$ cat config.mk
export PLATFORM = sky130hd
export DESIGN_NAME = dsp_bus_interface
export DESIGN_NICKNAME = d
export VERILOG_FILES = /design/src/rtl/dsp_bus_interface.sv
export SDC_FILE = /design/constraint.sdc
export NUM_CORES = 1
export LEC_CHECK = 0
export BUFFER_PORTS_ARGS = -buffer_cell sky130_fd_sc_hd__buf_4
export CAP_MARGIN = 20
export CORE_ASPECT_RATIO = 1.4
export CORE_MARGIN = 1
export CORE_UTILIZATION = 45
export DETAILED_ROUTE_END_ITERATION = 8
export GPL_TIMING_DRIVEN = 0
export PLACE_DENSITY = 0.74
export SLEW_MARGIN = 10
export SYNTH_ARGS = -nofsm -noshare
export SYNTH_HDL_FRONTEND = slang
export SYNTH_SLANG_ARGS = --single-unit
$ cat constraint.sdc
create_clock -name xclk -period 2.7 [get_ports xclk]
set_input_delay 0.27 -clock xclk [delete_from_list [all_inputs] [get_ports xclk]]
set_output_delay 0.27 -clock xclk [all_outputs]
set_load 0.1 [all_outputs]
$ cat src/rtl/dsp_bus_interface.sv
// DSP asynchronous bus front-end: synchronizes and qualifies the DSP strobes, latches
// address/write data for the xclk-domain peripherals and muxes their read data back.
module dsp_bus_interface #(
  parameter int unsigned SYNC_STAGES  = 2,
  parameter int unsigned QUAL_CYCLES  = 2,
  parameter logic [15:0] DEFAULT_READ = 16'hFFFF
) (
  input  logic        xclk,
  input  logic        reset,
  input  logic        dsp_cs_n,
  input  logic        dsp_rd_n,
  input  logic        dsp_wr_n,
  input  logic [7:0]  dsp_addr,
  input  logic [15:0] dsp_db_in,
  input  logic [15:0] db_out_MT,
  input  logic        data_from_MT_avail,
  input  logic [15:0] db_out_app,
  input  logic        data_from_app_avail,
  output logic [7:0]  ab,
  output logic [15:0] db_in,
  output logic        write_qualified,
  output logic        read_qualified,
  output logic [15:0] dsp_db_out,
  output logic        dsp_db_oe,
  output logic [7:0]  glitch_count,
  output logic        bus_conflict
);

  localparam logic [3:0] QualCnt = 4'(QUAL_CYCLES);

  typedef enum logic [2:0] {StIdle, StQual, StWrite, StRead, StRelease} state_e;

  // Synchronizers
  logic [SYNC_STAGES-1:0] cs_sync_q, rd_sync_q, wr_sync_q;

  always_ff @(posedge xclk or negedge reset) begin
    if (!reset) begin
      cs_sync_q <= '1;
      rd_sync_q <= '1;
      wr_sync_q <= '1;
    end else begin
      cs_sync_q <= {cs_sync_q[SYNC_STAGES-2:0], dsp_cs_n};
      rd_sync_q <= {rd_sync_q[SYNC_STAGES-2:0], dsp_rd_n};
      wr_sync_q <= {wr_sync_q[SYNC_STAGES-2:0], dsp_wr_n};
    end
  end

  logic cs_s, rd_s, wr_s;
  logic rd_act, wr_act, both;

  assign cs_s   = cs_sync_q[SYNC_STAGES-1];
  assign rd_s   = rd_sync_q[SYNC_STAGES-1];
  assign wr_s   = wr_sync_q[SYNC_STAGES-1];
  assign rd_act = !cs_s && !rd_s && wr_s;
  assign wr_act = !cs_s && !wr_s && rd_s;
  assign both   = !cs_s && !rd_s && !wr_s;

  // FSM state register
  state_e     state_q, state_d;
  logic [3:0] qual_cnt_q, qual_cnt_d;
  logic       is_wr_q, is_wr_d;

  always_ff @(posedge xclk or negedge reset) begin
    if (!reset) begin
      state_q    <= StIdle;
      qual_cnt_q <= '0;
      is_wr_q    <= 1'b0;
    end else begin
      state_q    <= state_d;
      qual_cnt_q <= qual_cnt_d;
      is_wr_q    <= is_wr_d;
    end
  end

  // FSM next-state logic
  logic cur_act;
  logic latch_en;
  logic glitch_seen;

  assign cur_act = is_wr_q ? wr_act : rd_act;

  always_comb begin
    state_d     = state_q;
    qual_cnt_d  = qual_cnt_q;
    is_wr_d     = is_wr_q;
    latch_en    = 1'b0;
    glitch_seen = 1'b0;
    unique case (state_q)
      StIdle: begin
        if (rd_act || wr_act) begin
          qual_cnt_d = 4'd1;
          is_wr_d    = wr_act;
          state_d    = StQual;
        end
      end
      StQual: begin
        // Release, direction change and rd+wr together all abort the qualification.
        if (!cur_act) begin
          glitch_seen = 1'b1;
          state_d     = StIdle;
        end else if (qual_cnt_q == QualCnt) begin
          latch_en = 1'b1;
          state_d  = is_wr_q ? StWrite : StRead;
        end else begin
          qual_cnt_d = qual_cnt_q + 4'd1;
        end
      end
      StWrite: begin
        if (!wr_act) state_d = StRelease;
      end
      StRead: begin
        if (!rd_act) state_d = StRelease;
      end
      StRelease: state_d = StIdle;
      default:   state_d = StIdle;
    endcase
  end

  // Output next-state logic
  logic [7:0]  ab_q, ab_d;
  logic [15:0] db_in_q, db_in_d;
  logic        wq_q, wq_d;
  logic        rq_q, rq_d;
  logic        oe_q, oe_d;
  logic [15:0] db_out_q, db_out_d;
  logic [7:0]  glitch_q, glitch_d;
  logic        conflict_q, conflict_d;
  logic [15:0] read_mux;

  always_comb begin
    if (data_from_MT_avail) begin
      read_mux = db_out_MT;
    end else if (data_from_app_avail) begin
      read_mux = db_out_app;
    end else begin
      read_mux = DEFAULT_READ;
    end
  end

  always_comb begin
    ab_d       = latch_en ? dsp_addr : ab_q;
    db_in_d    = (latch_en && is_wr_q) ? dsp_db_in : db_in_q;
    wq_d       = (state_d == StWrite);
    rq_d       = (state_d == StRead);
    oe_d       = (state_d == StRead);
    db_out_d   = db_out_q;
    glitch_d   = glitch_q;
    conflict_d = conflict_q | both;
    // Peripherals answer one cycle after read_qualified, so the entry cycle drives the default.
    if (state_d == StRead) begin
      db_out_d = (state_q == StRead) ? read_mux : DEFAULT_READ;
    end
    if (glitch_seen && (glitch_q != 8'hFF)) begin
      glitch_d = glitch_q + 8'd1;
    end
  end

  always_ff @(posedge xclk or negedge reset) begin
    if (!reset) begin
      ab_q       <= '0;
      db_in_q    <= '0;
      wq_q       <= 1'b0;
      rq_q       <= 1'b0;
      oe_q       <= 1'b0;
      db_out_q   <= '0;
      glitch_q   <= '0;
      conflict_q <= 1'b0;
    end else begin
      ab_q       <= ab_d;
      db_in_q    <= db_in_d;
      wq_q       <= wq_d;
      rq_q       <= rq_d;
      oe_q       <= oe_d;
      db_out_q   <= db_out_d;
      glitch_q   <= glitch_d;
      conflict_q <= conflict_d;
    end
  end

  assign ab              = ab_q;
  assign db_in           = db_in_q;
  assign write_qualified = wq_q;
  assign read_qualified  = rq_q;
  assign dsp_db_oe       = oe_q;
  assign dsp_db_out      = db_out_q;
  assign glitch_count    = glitch_q;
  assign bus_conflict    = conflict_q;

endmodule

* After elaboration in Yosys (flattened, before gate mapping)
Index checks and enable logic that the tools add are counted.
** Word-level totals
- Output and inout bits :: 52
- Bits of input ports :: 63
- Flip-flop bits (word level) :: 65
** Operators by class
- Reduce and logical (&&, ||, !) cells :: 15
- Eq/ne operators :: 10
- Bitwise operators :: 1
- Multiplexer cells :: 20
- Add/subtract/negate cells :: 2
** Operator list (number)
- two-way mux 16 bit :: 3
- two-way mux 3 bit :: 5
- equality test 3 x 2 -> 1 bit (second input constant) :: 4
- two-way mux 4 bit :: 3
- case mux 3 bit (4 select lines) :: 1
- adder 8 x 1 -> 8 bit (second input constant) :: 1
- inequality test 8 bit (second input constant) :: 1
- case mux 4 bit (2 select lines) :: 1
- logical AND 1 bit :: 7
- two-way mux 1 bit :: 7
- inequality test 2 bit (second input constant) :: 3
- adder 4 x 1 -> 4 bit (second input constant) :: 1
- equality test 4 x 2 -> 1 bit (second input constant) :: 1
- AND reduction 4 bit :: 1
- equality test 3 x 1 -> 1 bit (second input constant) :: 1
- logical NOT 1 bit :: 3
- logical NOT 3 bit :: 1
- AND reduction 2 bit :: 1
- nonzero test 2 bit :: 1
- logical OR 1 bit :: 1
- bitwise OR 1 bit :: 1

* Depth between registers and ports, before layout
- Depth in word-level cells :: 7
- Depth in mapped cells :: 7

* Least setup slack after synthesis
No wires, ideal clock.
- Path kind :: reg-to-reg
- From :: reg glitch_q[0], in the netlist glitch_count[0]
- To :: reg glitch_q[1], in the netlist glitch_count[1]
- Slack :: 0.369 ns
- Buffers on the path :: 0
- Setup time :: 0.126 ns
- Required time :: 2.574 ns
- Arrival time :: 2.205 ns
- Stages on the path, launching flop included :: 6
- Cells stage by stage :: dfrtp_1 ha_1 nand2_1 nor3_1 nor3_1 mux2_2
** On the way
- Longest elaborated chain between the ends :: 2
- Elaborated cells between the ends (all ways) :: 3
- Those cells by class :: 1 x add/sub; 1 x eq/ne; 1 x reduce/logical
** RTL lines
- start: declaration :: RTL line 126 : logic [7:0] glitch_q, glitch_d;
- start signal: assignment :: RTL line 175 : glitch_q <= glitch_d;
- parallel branches: the longest is 2 deep, another holds adder 8 x 1 -> 8 bit
Several ways; the timed one is not identified.
A chain may end at the register's enable or synchronous reset.

* Final worst setup path
- From :: reg rd_sync_q[1]
- To :: reg db_out_q[13], in the netlist dsp_db_out[13]
** On the way
- Longest elaborated chain between the ends :: 7
- Elaborated cells between the ends (all ways) :: 12
- Those cells by class :: 1 x eq/ne; 6 x mux; 5 x reduce/logical
** RTL lines
- start: declaration :: RTL line 34 : logic [SYNC_STAGES-1:0] cs_sync_q, rd_sync_q, wr_sync_q;
- start signal: assignment :: RTL line 43 : rd_sync_q <= {rd_sync_q[SYNC_STAGES-2:0], dsp_rd_n};
- logical NOT 1 bit :: RTL line 54 : assign rd_act = !cs_s && !rd_s && wr_s;
- logical AND 1 bit (2 in a row) :: RTL line 54
- two-way mux 1 bit or logical OR 1 bit (tied branches) :: RTL line 80, 90
- two-way mux 3 bit, on equally long branches :: RTL line 98, 90
- case mux 3 bit (4 select lines) * :: RTL line 88 : unique case (state_q)
- equality test 3 x 2 -> 1 bit *
- via oe_d :: RTL line 124 : logic oe_q, oe_d;
- end signal: assignment :: RTL line 174 : db_out_q <= db_out_d;
- end: declaration :: RTL line 125 : logic [15:0] db_out_q, db_out_d;
Mark *: on every way through the listed nets, which the timed path passes. The rest lies on a longest branch.

==> summary.txt <==
RSZ-0062 raised after global routing - no
Ys flop type - dfrtp_1
Final WL - 6048 um
Final Hold Vio Count - 0
Syn nets - 306
Final GP Congestion - 0.8012
CTS root buffer - clkbuf_8
Filler Cell Count - 506
Buffer count from post-CTS setup fixing - 0
Pwr Density - 805.8 nW/um2
Mean Syn Cell Area - 12.56 um2
Total grt overflow - 0
CP peak stage delay - 0.66 ns
Mapped Cells - 240
Initial antenna violation count - 0
Setup tns final - 0 ns
CP cell instances - buf_6, nor4bb_1, a21oi_1, a2111oi_4, buf_8, mux2_4
Ratio of cells with drive above 1 in the final layout - 49.73%
CTS buffer count - 9
Iteration-0 DRC Markers - 139
DP HPWL - 4512 um
Fin crit period - 2.389 ns
Synth cell types - 47
Failing checks - design-rule violations
R2r setup slk - 0.31 ns
Bufs on Longest Clock Path - 2
Slew HR - 47.17%
Port buffer count - 114
Routed Antenna Nets - 0
Fmax - 418.6 MHz
CTS tree - done
Worst hold margin - 0.01515 ns
Yosys warns - 0
Die Span Y - 98.86 um
Startpoint types - flop
Async set-reset flop share out of synthesis - 100.0%
Sequential Area - 1634 um2
Post-synth EDFFs - 0
Setup crit end kind - flop
Number of global-route vias before repair - 2284
# DRC - 8
Slowest cell on the critical path - a2111oi_4
Max-cap viol count - 0
Crit path DAT - 2.61 ns
First-pass GRT wire length - 9998 um
Status - complete, but fails checks
Slew @ Worst Pin - 0.7925 ns
Vias - 2281
Later-pin clock latency in the skew report - 0.34 ns
Antenna cells - 0
Die Width - 71.19 um
Pin count of the biggest net entering global routing - 66
Die area - 7037 um2
CP max FO - 10
Multi-input gate area - 1279 um2
Via density - 5.161
Initial core utilization - 47.57%
Clock Pin Slew Worst Setup and Hold Paths - 0.07 ns
Cell Rows - 34
Clock Sink Count - 65
Setup Skew - 0.01005 ns
DR pass1 iterations - 6
Max-slew violations - 0
Register area share after synthesis - 54.19%
Commonest non-fill, non-tap cell in the layout - buf_4
Maximum VDD drop - 0.0005812 V
Worst Hold Class - in -> async
Crit path kind - reg -> reg
FF+latch count, synth - 65
Drt wl/cell - 13.68 um
Cell Area, Synth - 3015 um2
H-tree levels - 3
Post-cts gate resize count - 0
WP data required - 2.92 ns
Nets - 431
Gr usage total - 18.40%
Core area - 6339 um2
Fin crit share - 88.49%
Commonest cells after routing, fill and taps aside - 117 x buf_4, 59 x dfrtp_1, 23 x mux2_2
# IOs - 115
LEAKAGE - 2.144 nW
Synth-to-layout area growth - 38.63%
Hold-fix buffers, CTS - 0
Final setup vio count - 0
-- kinds of logic (layout without fill, tap and decap cells) --
logic type	Yosys count	count (layout)	synth area share, %
AO/OA/AOI/OAI	31	31	7.801
adder cells (fa/ha/maj)	3	3	1.245
XOR/XNOR	9	9	2.614
flip-flops	65	65	54.19
multiplexers	44	44	17.47
buffers and inverters	17	147	3.402
AND/OR/NAND/NOR	71	71	13.28
-- final timing paths --
check                                  start        endpoint  cells past startpoint
worst min register to register  wr_sync_q[0]    wr_sync_q[1]                      0
worst min-delay path                   reset   dsp_db_out[7]                      1
worst max register to register  rd_sync_q[1]  dsp_db_out[13]                      6
worst max-delay path            rd_sync_q[1]  dsp_db_out[13]                      6
min in group xclk                   dsp_rd_n    rd_sync_q[0]                      1
max in group asynchronous              reset   qual_cnt_q[0]                      1
-- cell type report --
class	instances	share of cell area [%]
repair buffers	114	20.47
well taps	72	2.155
inverters	4	0.3592
clock inverters	7	2.275
flip-flops and latches	65	39.09
clock buffers	9	2.963
plain buffers	13	2.095
multi-input cells	158	30.59
-- worst max-delay path, delay by kind of cell (launching register included) --
family	cells	cell delay [ns]
flip-flops	1	0.54
AO/OA/AOI/OAI	2	0.78
buffers and inverters	2	0.37
AND/OR/NAND/NOR	1	0.28
multiplexers	1	0.31
-- synth_stat cells (2+ instances only) --
library cell	number	share of area, %
nor3b_1	2	0.50
dfrtp_1	59	49
buf_4	3	0.75
nand2_1	20	2.5
o22ai_1	16	3.3
and2_1	4	0.83
mux2_1	10	3.7
nor2_1	8	1.0
inv_1	4	0.50
xor2_1	8	2.3
mux2_4	9	4.5
nand2b_1	3	0.62
nand3_1	7	1.2
clkbuf_1	6	0.75
dfstp_2	6	5.2
o21ai_0	4	0.66
nor4_1	5	1.0
ha_1	3	1.2
a21oi_1	5	0.83
mux2i_1	2	0.66
buf_6	2	0.75
nor3_1	5	0.83
and3_1	3	0.62
mux2_2	23	8.6
-- power by group --
part           leakage [nW]  internal [mW]  switching [mW]
Sequential            0.861           1.10           0.106
Clock                 0.109          0.519           0.375
Combinational          1.17          0.325           0.945
Total                  2.14           1.94            1.43
-- metal layers --
| metal | vias to the layer above | part of all wire, % | track usage (%) | wire (um) |
|---|---|---|---|---|
| met3 | 7 | 6.9 | 3.885 | 416 |
| met1 | 1079 | 38 | 19.58 | 2319 |
| met2 | 86 | 54 | 33.48 | 3244 |
| li1 | 1109 | - | - | - |
| met4 | 0 | 1.1 | 9.692 | 68 |
| met5 | - | 0 | 0 | 0 |
-- per-stage QoR --
stage	total power, mW	area, um2	setup slack (ns)	std cells	util (%)
finish	3.368	4180	0.3109	442	65.95
global route	3.511	4180	0.1795	442	65.95
CTS	3.401	4180	0.2861	442	65.95
detailed placement	2.495	3961	0.3002	426	62.50
global placement	2.477	3961	0.3188	426	62.50
floorplan	2.168	3015	0.3692	240	-
-- flip-flops by register name (all words and copies together) (netlist names) --
| name | cells |
|---|---|
| wr_sync_q | 2 |
| ab | 8 |
| cs_sync_q | 2 |
| dsp_db_out | 16 |
| dsp_db_oe | 1 |
| write_qualified | 1 |
| bus_conflict | 1 |
| is_wr_q | 1 |
| state_q | 3 |
| db_in | 16 |
| qual_cnt_q | 4 |
| glitch_count | 8 |
| rd_sync_q | 2 |
Power figures use the tool's default switching activity.
